===== config.mk =====
export PLATFORM = sky130hd
export DESIGN_NAME = i2c_write_master
export DESIGN_NICKNAME = d
export VERILOG_FILES = /design/src/rtl/i2c_write_master.sv
export SDC_FILE = /design/constraint.sdc
export NUM_CORES = 1
export LEC_CHECK = 0
export ABC_AREA = 1
export CORE_MARGIN = 8
export CORE_UTILIZATION = 57
export DETAILED_ROUTE_END_ITERATION = 8
export HOLD_SLACK_MARGIN = 0.15
export PLACE_DENSITY_LB_ADDON = 0.08
export SLEW_MARGIN = 20
export SYNTH_ARGS = -nofsm -noshare
export SYNTH_HDL_FRONTEND = slang
export SYNTH_SLANG_ARGS = --single-unit

===== constraint.sdc =====
create_clock -name clk -period 1.94 [get_ports clk]
set_clock_uncertainty 0.15 [all_clocks]
set_input_delay 0.194 -clock clk [delete_from_list [all_inputs] [get_ports clk]]
set_output_delay 0.194 -clock clk [all_outputs]
set_load 0.01 [all_outputs]

===== src/rtl/i2c_write_master.sv =====
// i2c_write_master
// Emits one I2C write transaction per accepted request:
//   START, {DEV_ADDR,W}, reg_addr, tx_data, STOP
// on an open-drain SCL/SDA pair. Each protocol step lasts one quarter of an
// SCL period (CLK_DIV system clocks), so SCL high and low phases are each
// 2*CLK_DIV clocks. A NACK on any byte skips straight to STOP and raises
// ack_error until the next acceptance.
//
// Ports:
//   clk        system clock
//   rst        asynchronous active-low reset (0 = reset)
//   reg_addr   second byte on the bus
//   tx_data    third byte on the bus
//   tx_en      request, level-sampled in IDLE while tx_done is low
//   tx_done    completion strobe, 2 clocks wide
//   busy       high from acceptance through the end of STOP
//   ack_error  slave NACKed a byte of the last transaction
//   scl_o      SCL drive, 1 = released, 0 = pull low
//   sda_oe     1 = pull SDA low, 0 = release
//   sda_i      SDA line as seen on the pin (asynchronous)
module i2c_write_master #(
    parameter int         CLK_DIV  = 4,
    parameter logic [6:0] DEV_ADDR = 7'h3F
) (
    input  logic       clk,
    input  logic       rst,
    input  logic [7:0] reg_addr,
    input  logic [7:0] tx_data,
    input  logic       tx_en,
    output logic       tx_done,
    output logic       busy,
    output logic       ack_error,
    output logic       scl_o,
    output logic       sda_oe,
    input  logic       sda_i
);

    typedef enum logic [2:0] {
        IDLE,
        START,
        BIT,
        ACK,
        STOP,
        DONE
    } state_t;

    localparam logic [9:0] QMAX = 10'(CLK_DIV - 1);

    state_t      state;
    logic [9:0]  qcnt;
    logic        tick;
    logic [1:0]  qtr;        // quarter within the current step
    logic [2:0]  bit_cnt;
    logic [1:0]  byte_cnt;
    logic [23:0] shreg;      // bit 23 is always the next bit to send
    logic [1:0]  done_cnt;
    logic        sda_p0;
    logic        sda_p1;

    assign tick = (qcnt == QMAX);

    // Quarter-period timebase; parked at 0 whenever the bus is not active so
    // every transaction starts on a full quarter.
    always_ff @(posedge clk or negedge rst) begin
        if (!rst) begin
            qcnt <= '0;
        end else if (state == IDLE || state == DONE || tick) begin
            qcnt <= '0;
        end else begin
            qcnt <= qcnt + 10'd1;
        end
    end

    // Two-flop synchroniser for the SDA pin; idles released-high.
    always_ff @(posedge clk or negedge rst) begin
        if (!rst) begin
            sda_p0 <= 1'b1;
            sda_p1 <= 1'b1;
        end else begin
            sda_p0 <= sda_i;
            sda_p1 <= sda_p0;
        end
    end

    // Protocol FSM. Bus outputs are registered and written on the tick that
    // ends a quarter, i.e. they carry the value for the quarter being entered.
    always_ff @(posedge clk or negedge rst) begin
        if (!rst) begin
            state     <= IDLE;
            scl_o     <= 1'b1;
            sda_oe    <= 1'b0;
            tx_done   <= 1'b0;
            busy      <= 1'b0;
            ack_error <= 1'b0;
            qtr       <= '0;
            bit_cnt   <= '0;
            byte_cnt  <= '0;
            shreg     <= '0;
            done_cnt  <= '0;
        end else begin
            case (state)
                IDLE: begin
                    if (tx_en && !tx_done) begin
                        shreg     <= {DEV_ADDR, 1'b0, reg_addr, tx_data};
                        busy      <= 1'b1;
                        ack_error <= 1'b0;
                        qtr       <= '0;
                        bit_cnt   <= '0;
                        byte_cnt  <= '0;
                        state     <= START;
                    end
                end

                START: begin
                    if (tick) begin
                        if (qtr == 2'd0) begin
                            qtr    <= 2'd1;
                            sda_oe <= 1'b1;          // SDA falls with SCL high
                        end else begin
                            qtr    <= 2'd0;
                            scl_o  <= 1'b0;
                            sda_oe <= ~shreg[23];
                            state  <= BIT;
                        end
                    end
                end

                BIT: begin
                    if (tick) begin
                        qtr <= qtr + 2'd1;
                        case (qtr)
                            2'd0, 2'd1: scl_o <= 1'b1;
                            2'd2:       scl_o <= 1'b0;
                            default: begin
                                shreg <= {shreg[22:0], 1'b0};
                                if (bit_cnt == 3'd7) begin
                                    bit_cnt <= '0;
                                    sda_oe  <= 1'b0;  // release for slave ACK
                                    state   <= ACK;
                                end else begin
                                    bit_cnt <= bit_cnt + 3'd1;
                                    sda_oe  <= ~shreg[22];
                                end
                            end
                        endcase
                    end
                end

                ACK: begin
                    if (tick) begin
                        qtr <= qtr + 2'd1;
                        case (qtr)
                            2'd0, 2'd1: scl_o <= 1'b1;
                            2'd2: begin
                                scl_o <= 1'b0;
                                if (sda_p1) begin
                                    ack_error <= 1'b1;
                                end
                            end
                            default: begin
                                // ack_error was registered one quarter ago.
                                if (ack_error || byte_cnt == 2'd2) begin
                                    sda_oe <= 1'b1;
                                    state  <= STOP;
                                end else begin
                                    byte_cnt <= byte_cnt + 2'd1;
                                    sda_oe   <= ~shreg[23];
                                    state    <= BIT;
                                end
                            end
                        endcase
                    end
                end

                STOP: begin
                    if (tick) begin
                        qtr <= qtr + 2'd1;
                        case (qtr)
                            2'd0:    scl_o  <= 1'b1;
                            2'd1:    sda_oe <= 1'b0;  // SDA rises with SCL high
                            2'd2:    ;
                            default: begin
                                busy     <= 1'b0;
                                done_cnt <= '0;
                                state    <= DONE;
                            end
                        endcase
                    end
                end

                DONE: begin
                    case (done_cnt)
                        2'd0: begin
                            tx_done  <= 1'b1;
                            done_cnt <= 2'd1;
                        end
                        2'd1: done_cnt <= 2'd2;
                        default: begin
                            tx_done  <= 1'b0;
                            done_cnt <= '0;
                            state    <= IDLE;
                        end
                    endcase
                end

                default: state <= IDLE;
            endcase
        end
    end

endmodule


## Yosys cells after proc, flatten, opt, wreduce, memory -nomap -nowiden

Index checks and enable logic that the tools add are counted.

- Add/sub/neg operators: 4
- Equal/unequal tests: 30
- Muxes and demuxes: 64
- Bitwise operators: 3
- Reductions and logical operators: 30

Operators with widths:

| operator | count |
|---|---|
| two-way mux 24 bit | 3 |
| two-way mux 3 bit | 16 |
| case mux 24 bit (2 select lines) | 1 |
| != test 2 bit, second input constant | 15 |
| two-way mux 1 bit | 23 |
| case mux 3 bit (6 select lines) | 1 |
| two-way mux 2 bit | 8 |
| case mux 2 bit (2 select lines) | 3 |
| AND reduction 4 bit | 3 |
| AND reduction 11 bit | 1 |
| adder 10 x 1 -> 10 bit, second input constant | 1 |
| == test 10 x 2 -> 1 bit, second input constant | 1 |
| two-way mux 10 bit | 1 |
| AND reduction 5 bit | 2 |
| == test 3 bit, second input constant | 3 |
| case mux 1 bit (2 select lines) | 4 |
| AND reduction 8 bit | 1 |
| nonzero test 2 bit | 4 |
| AND reduction 7 bit | 1 |
| == test 3 x 2 -> 1 bit, second input constant | 2 |
| != test 2 x 1 -> 1 bit, second input constant | 3 |
| case mux 2 bit (3 select lines) | 1 |
| case mux 3 bit (2 select lines) | 1 |
| nonzero test 3 bit | 2 |
| 19 further kinds | 30 |

- Register bits: 53
- Input bits: 20
- Output and inout port bits: 5
- Word-level logic and storage cells: 145

## Longest topological paths before layout

- Word-level depth: 6
- Depth in mapped cells: 11
- Mapped depth without buffers: 11

## Worst setup path after synthesis

OpenSTA, ideal clock, no wires.

- Path type: register -> register
- Start: reg state[2]
- End: reg shreg[0]
- Setup time: 117 ps
- Data arrival time: 1419 ps
- Data required time: 1673 ps
- Setup slack: 253 ps
- Cell stages (with the launch flop): 12
- Path buffers: 1
- Clock period less this slack: 1687 ps
- Cells stage by stage: dfrtp_1 inv_2 nand2_4 nor2_8 inv_4 nand2_2 nand2_2 nor2_8 inv_2 buf_6 nand2_1 nand2_1

- Cells in the longest elaborated chain, start to end: 3

RTL lines:

| element | line | text |
|---|---|---|
| from (decl) | 49 | `state_t state;` |
| from (signal assigned) | 89 | `state <= IDLE;` |
| from (signal assigned) | 110 | `state <= START;` |
| from (signal assigned) | 123 | `state <= BIT;` |
| == test 3 x 2 -> 1 bit / zero test 3 bit (equally long branches) | 101 | `case (state)` |
| != test 2 bit (no line), or another cell as far along | n/a |  |
| AND reduction 4 bit (no line) | n/a |  |
| to (signal assigned) | 104 | `shreg <= {DEV_ADDR, 1'b0, reg_addr, tx_data};` |
| to (signal assigned) | 135 | `shreg <= {shreg[22:0], 1'b0};` |
| to (decl) | 55 | `logic [23:0] shreg;` |

Parallel ways exist; a longest one is shown, timed or not.
A chain may end at the register's enable or synchronous reset.

## Final worst setup path

- Start: reg state[1]
- End: reg shreg[10]

The elaborated chain is that of the path after synthesis.

==> impl_metrics.csv <==
group,metric,value,unit
synth,synthCells,357,
detailed_routing,via_count,2292,
detailed_routing,ant_nets,0,
layout,finish.instance_area,3300,um2
floorplan,dieArea,7390,um2
synth,yosys_warnings,0,
place,port_buffers,24,
layout,drive_gt1_share,11.4,%
clock_tree,numCtsBuffers,5,
grt,met3_usage,3.82,%
clock_tree,root_buffer,"clkbuf_8",
grt,busiest_layer,"met2",
clock_tree,path_clk_slew,0.10,ns
grt,use_met1,20.5,%
layout,final.fill_count,383,
sta,setup_violations,0,
clock_tree,cts_sinks,53,
grt,met2_usage,24.6,%
synth,synth_top_family_by_area,"simple AND/OR/NAND/NOR gates",
floorplan,ioPinCount,25,
power,peakVddDrop,1.14,mV
grt,grt_use_total,15.5,%
setup_path,critPathArrivalTime,1.88,ns
power,power_density,1660,nW/um2
detailed_routing,firstDrtPassIters,4,
sta,max_slew_margin,75.8,%
layout,fin_nets,422,
synth,synth_compound_area_share,10.6,%
synth,yosys.area_share.simple,29.1,%
sta,fin_crit,1.79,ns
sta,drv_slew,0,
synth,synth.area.mux_share,0,%
setup_path,critical_path_class,"reg2reg",
floorplan,fp-row-count,25,
power,leakage,0.00167,uW
detailed_routing,wirelength,5520,um
detailed_routing,viasPerCell,4.97,
synth,netlist_area,2790,um2
floorplan,fp.dieH,86.0,um
grt,grt_pass1_wl,9470,um
setup_path,slowest_delay,0.49,ns
min_path,hold_class,"in2reg",
setup_path,r2r_start,"state[1]$_DFFE_PN0P_",
setup_path,reg2reg_depth,8,
run_status,status,"complete, no violations",
detailed_routing,remaining_drc_errors,0,
synth,synth_seq_cells,53,
flow_run,cap_violations,0,
layout,diodes,0,
synth,avgSynthCellArea,7.82,um2
synth,yosysSeqAreaShare,47.7,%
setup_path,worst_setup_path_end_kind,"flip-flop",
place,place_area,3130,um2
sta,hold_violations,0,
synth,synth_xor_area_share,0.628,%
sta,hold_ws,0.154,ns
sta,max_freq,558,MHz
grt,grt_overflow,0,
power,power,5490,uW
floorplan,start_util,59.1,%
setup_path,worstPathMaxFanout,22,
synth,synthAdderAreaFrac,3.59,%
setup_path,startpoint,"state[1]$_DFFE_PN0P_",
place,gp_congestion,0.901,
grt,grt_max_degree,37,
clock_tree,h-tree-depth,2,
setup_path,slowest_stage,"dfrtp_1",
clock_tree,cts_buffer_depth,2,
place,dp_hpwl,3930,um
setup_path,critPathLaunchType,"flip-flop",
grt,grt_antenna_before_repair,0,
clock_tree,insertion_delay,0.30,ns
detailed_routing,drt-initial-drc-count,145,
min_path,hp-start,"sda_i",
synth,synth_nets,385,
sta,worstMarginPinSlew,0.363,ns
setup_path,required,2.02,ns
clock_tree,cts_tree,"done",
floorplan,fp.dieW,86.0,um
layout,syn_to_final_growth,18.2,%
grt,grt_pass1_vias,2155,
floorplan,coreArea,4720,um2
sta,min_period_over_period,92.4,%
setup_path,crit_chain,"nor2_2 -> nand2_1 -> nand2_2 -> nand2_2 -> nor2_8 -> buf_12 -> nand2_1 -> o21ai_1",
min_path,min_path_cells,1,
detailed_routing,wl_per_cell,12.0,um
synth,ys_types,32,
layout,final_util,69.8,%
## cell type report
type	count	area (um2)	share of cell area, %
Inverter	43	164	4.97
Sequential cell	53	1330	40.4
Tap cell	67	83.8	2.54
Multi-Input combinational cell	252	1250	37.9
Timing Repair Buffer	39	365	11.1
Clock buffer	5	68.8	2.09
Clock inverter	2	35.0	1.06
## power breakdown
group | total, uW | internal, uW | switching, uW
sequential | 1770 | 1540 | 234
clock | 730 | 376 | 354
combinational | 2990 | 1140 | 1850
total | 5490 | 3050 | 2430
## stage by stage
stage / instances / setup TNS [ns] / setup WS [ns]
after detailed placement: 449 / -0.0426 / -0.0154
after floorplan: 357 / 0 / 0.253
final: 461 / 0 / 0.147
after global routing: 461 / -0.00552 / -0.00320
after CTS: 458 / 0 / 0.0419
after global placement: 449 / -0.0662 / -0.0243
## cells in the final DEF, fill, tap and decap left out
cell type and count:
o21ai_0 24, or2_2 2, a21boi_0 1, clkinv_2 1, nand4_1 3, o21ai_2 1, o21bai_1 2, clkbuf_8 5
o21ai_1 22, nor2_8 2, a31oi_1 1, clkdlybuf4s50_1 23, dfrtp_1 49, dfstp_2 3, buf_12 1, nor2_1 29
nand2_1 112, inv_1 40, nand2_4 1, ha_1 7, inv_4 1, xnor2_1 1, nand2_2 3, ha_2 1
xor2_1 1, nand3_2 2, buf_2 1, bufinv_16 1, nor2_2 4, dfrtp_2 1, nand3b_1 1, nor2_4 1
buf_4 12, a21oi_1 4, nor3b_1 4, dlygate4sd3_1 2, nand3_1 21, inv_2 2, o211ai_1 1, nor3_1 1
## cell families after synthesis
| family | Yosys count |
|---|---|
| xor gates and xnor gates | 2 |
| and+or+nand+nor | 186 |
| AOI/OAI and AO/OA | 56 |
| DFF | 53 |
| adders and majority gates | 8 |
| buffers and inverters | 52 |
## final timing paths
path | to | slack, ns
min | sda_p0$_DFF_PN1_ | 0.15
max reg2reg | shreg[10]$_DFFE_PN0P_ | 0.15
max in group asynchronous | shreg[10]$_DFFE_PN0P_ | 0.88
max | shreg[10]$_DFFE_PN0P_ | 0.15
min in group asynchronous | shreg[13]$_DFFE_PN0P_ | 0.29
min reg2reg | sda_p1$_DFF_PN1_ | 0.21
## registers in the layout (all words and copies together) (netlist names)
register / count
sda_oe: 1
qcnt: 10
state: 3
byte_cnt: 2
ack_error: 1
shreg: 24
done_cnt: 2
tx_done: 1
busy: 1
sda_p1: 1
sda_p0: 1
bit_cnt: 3
qtr: 2
scl_o: 1
## routing by layer
| layer | vias up | routed length (um) |
|---|---|---|
| met3 | 10 | 216 |
| met1 | 1031 | 2760 |
| met2 | 51 | 2460 |
| met5 | - | 0 |
| met4 | 0 | 74 |
| li1 | 1200 | - |
## synth_stat cells (all sizes together)
| master | n | area, um2 |
|---|---|---|
| nand2 | 116 | 450 |
| dfrtp | 50 | 1250 |
| o21ai | 47 | 239 |
| inv | 43 | 164 |
| nor2 | 36 | 173 |
| nand3 | 23 | 115 |
| buf | 8 | 67.6 |
| ha | 8 | 100 |
| a21oi | 4 | 20.0 |
| nor3b | 4 | 30.0 |
| dfstp | 3 | 78.8 |
| nand4 | 3 | 18.8 |
| o21bai | 2 | 15.0 |
| or2 | 2 | 12.5 |
| a21boi | 1 | 7.51 |
| a31oi | 1 | 6.26 |
| clkbuf | 1 | 3.75 |
| nand3b | 1 | 7.51 |
| nor3 | 1 | 5.00 |
| o211ai | 1 | 7.51 |
| xnor2 | 1 | 8.76 |
| xor2 | 1 | 8.76 |
## worst max-delay path, delay by kind of cell (launching register included)
family | cells | cell delay (ns)
compound gates | 1 | 0.08
simple gates | 6 | 0.84
buf+inv | 1 | 0.18
flops | 1 | 0.49
## what timing repair did
| action | in CTS | in global routing |
|---|---|---|
| setup endpoints to repair | 3 | 35 |
| gates resized for setup | 1 | 8 |
| hold buffers | 2 | 0 |
| pin swaps | 0 | 1 |
| buffers inserted | 0 | 3 |
| endpoints found under the hold margin | 53 | 0 |
(Power assumes the default switching activity.)
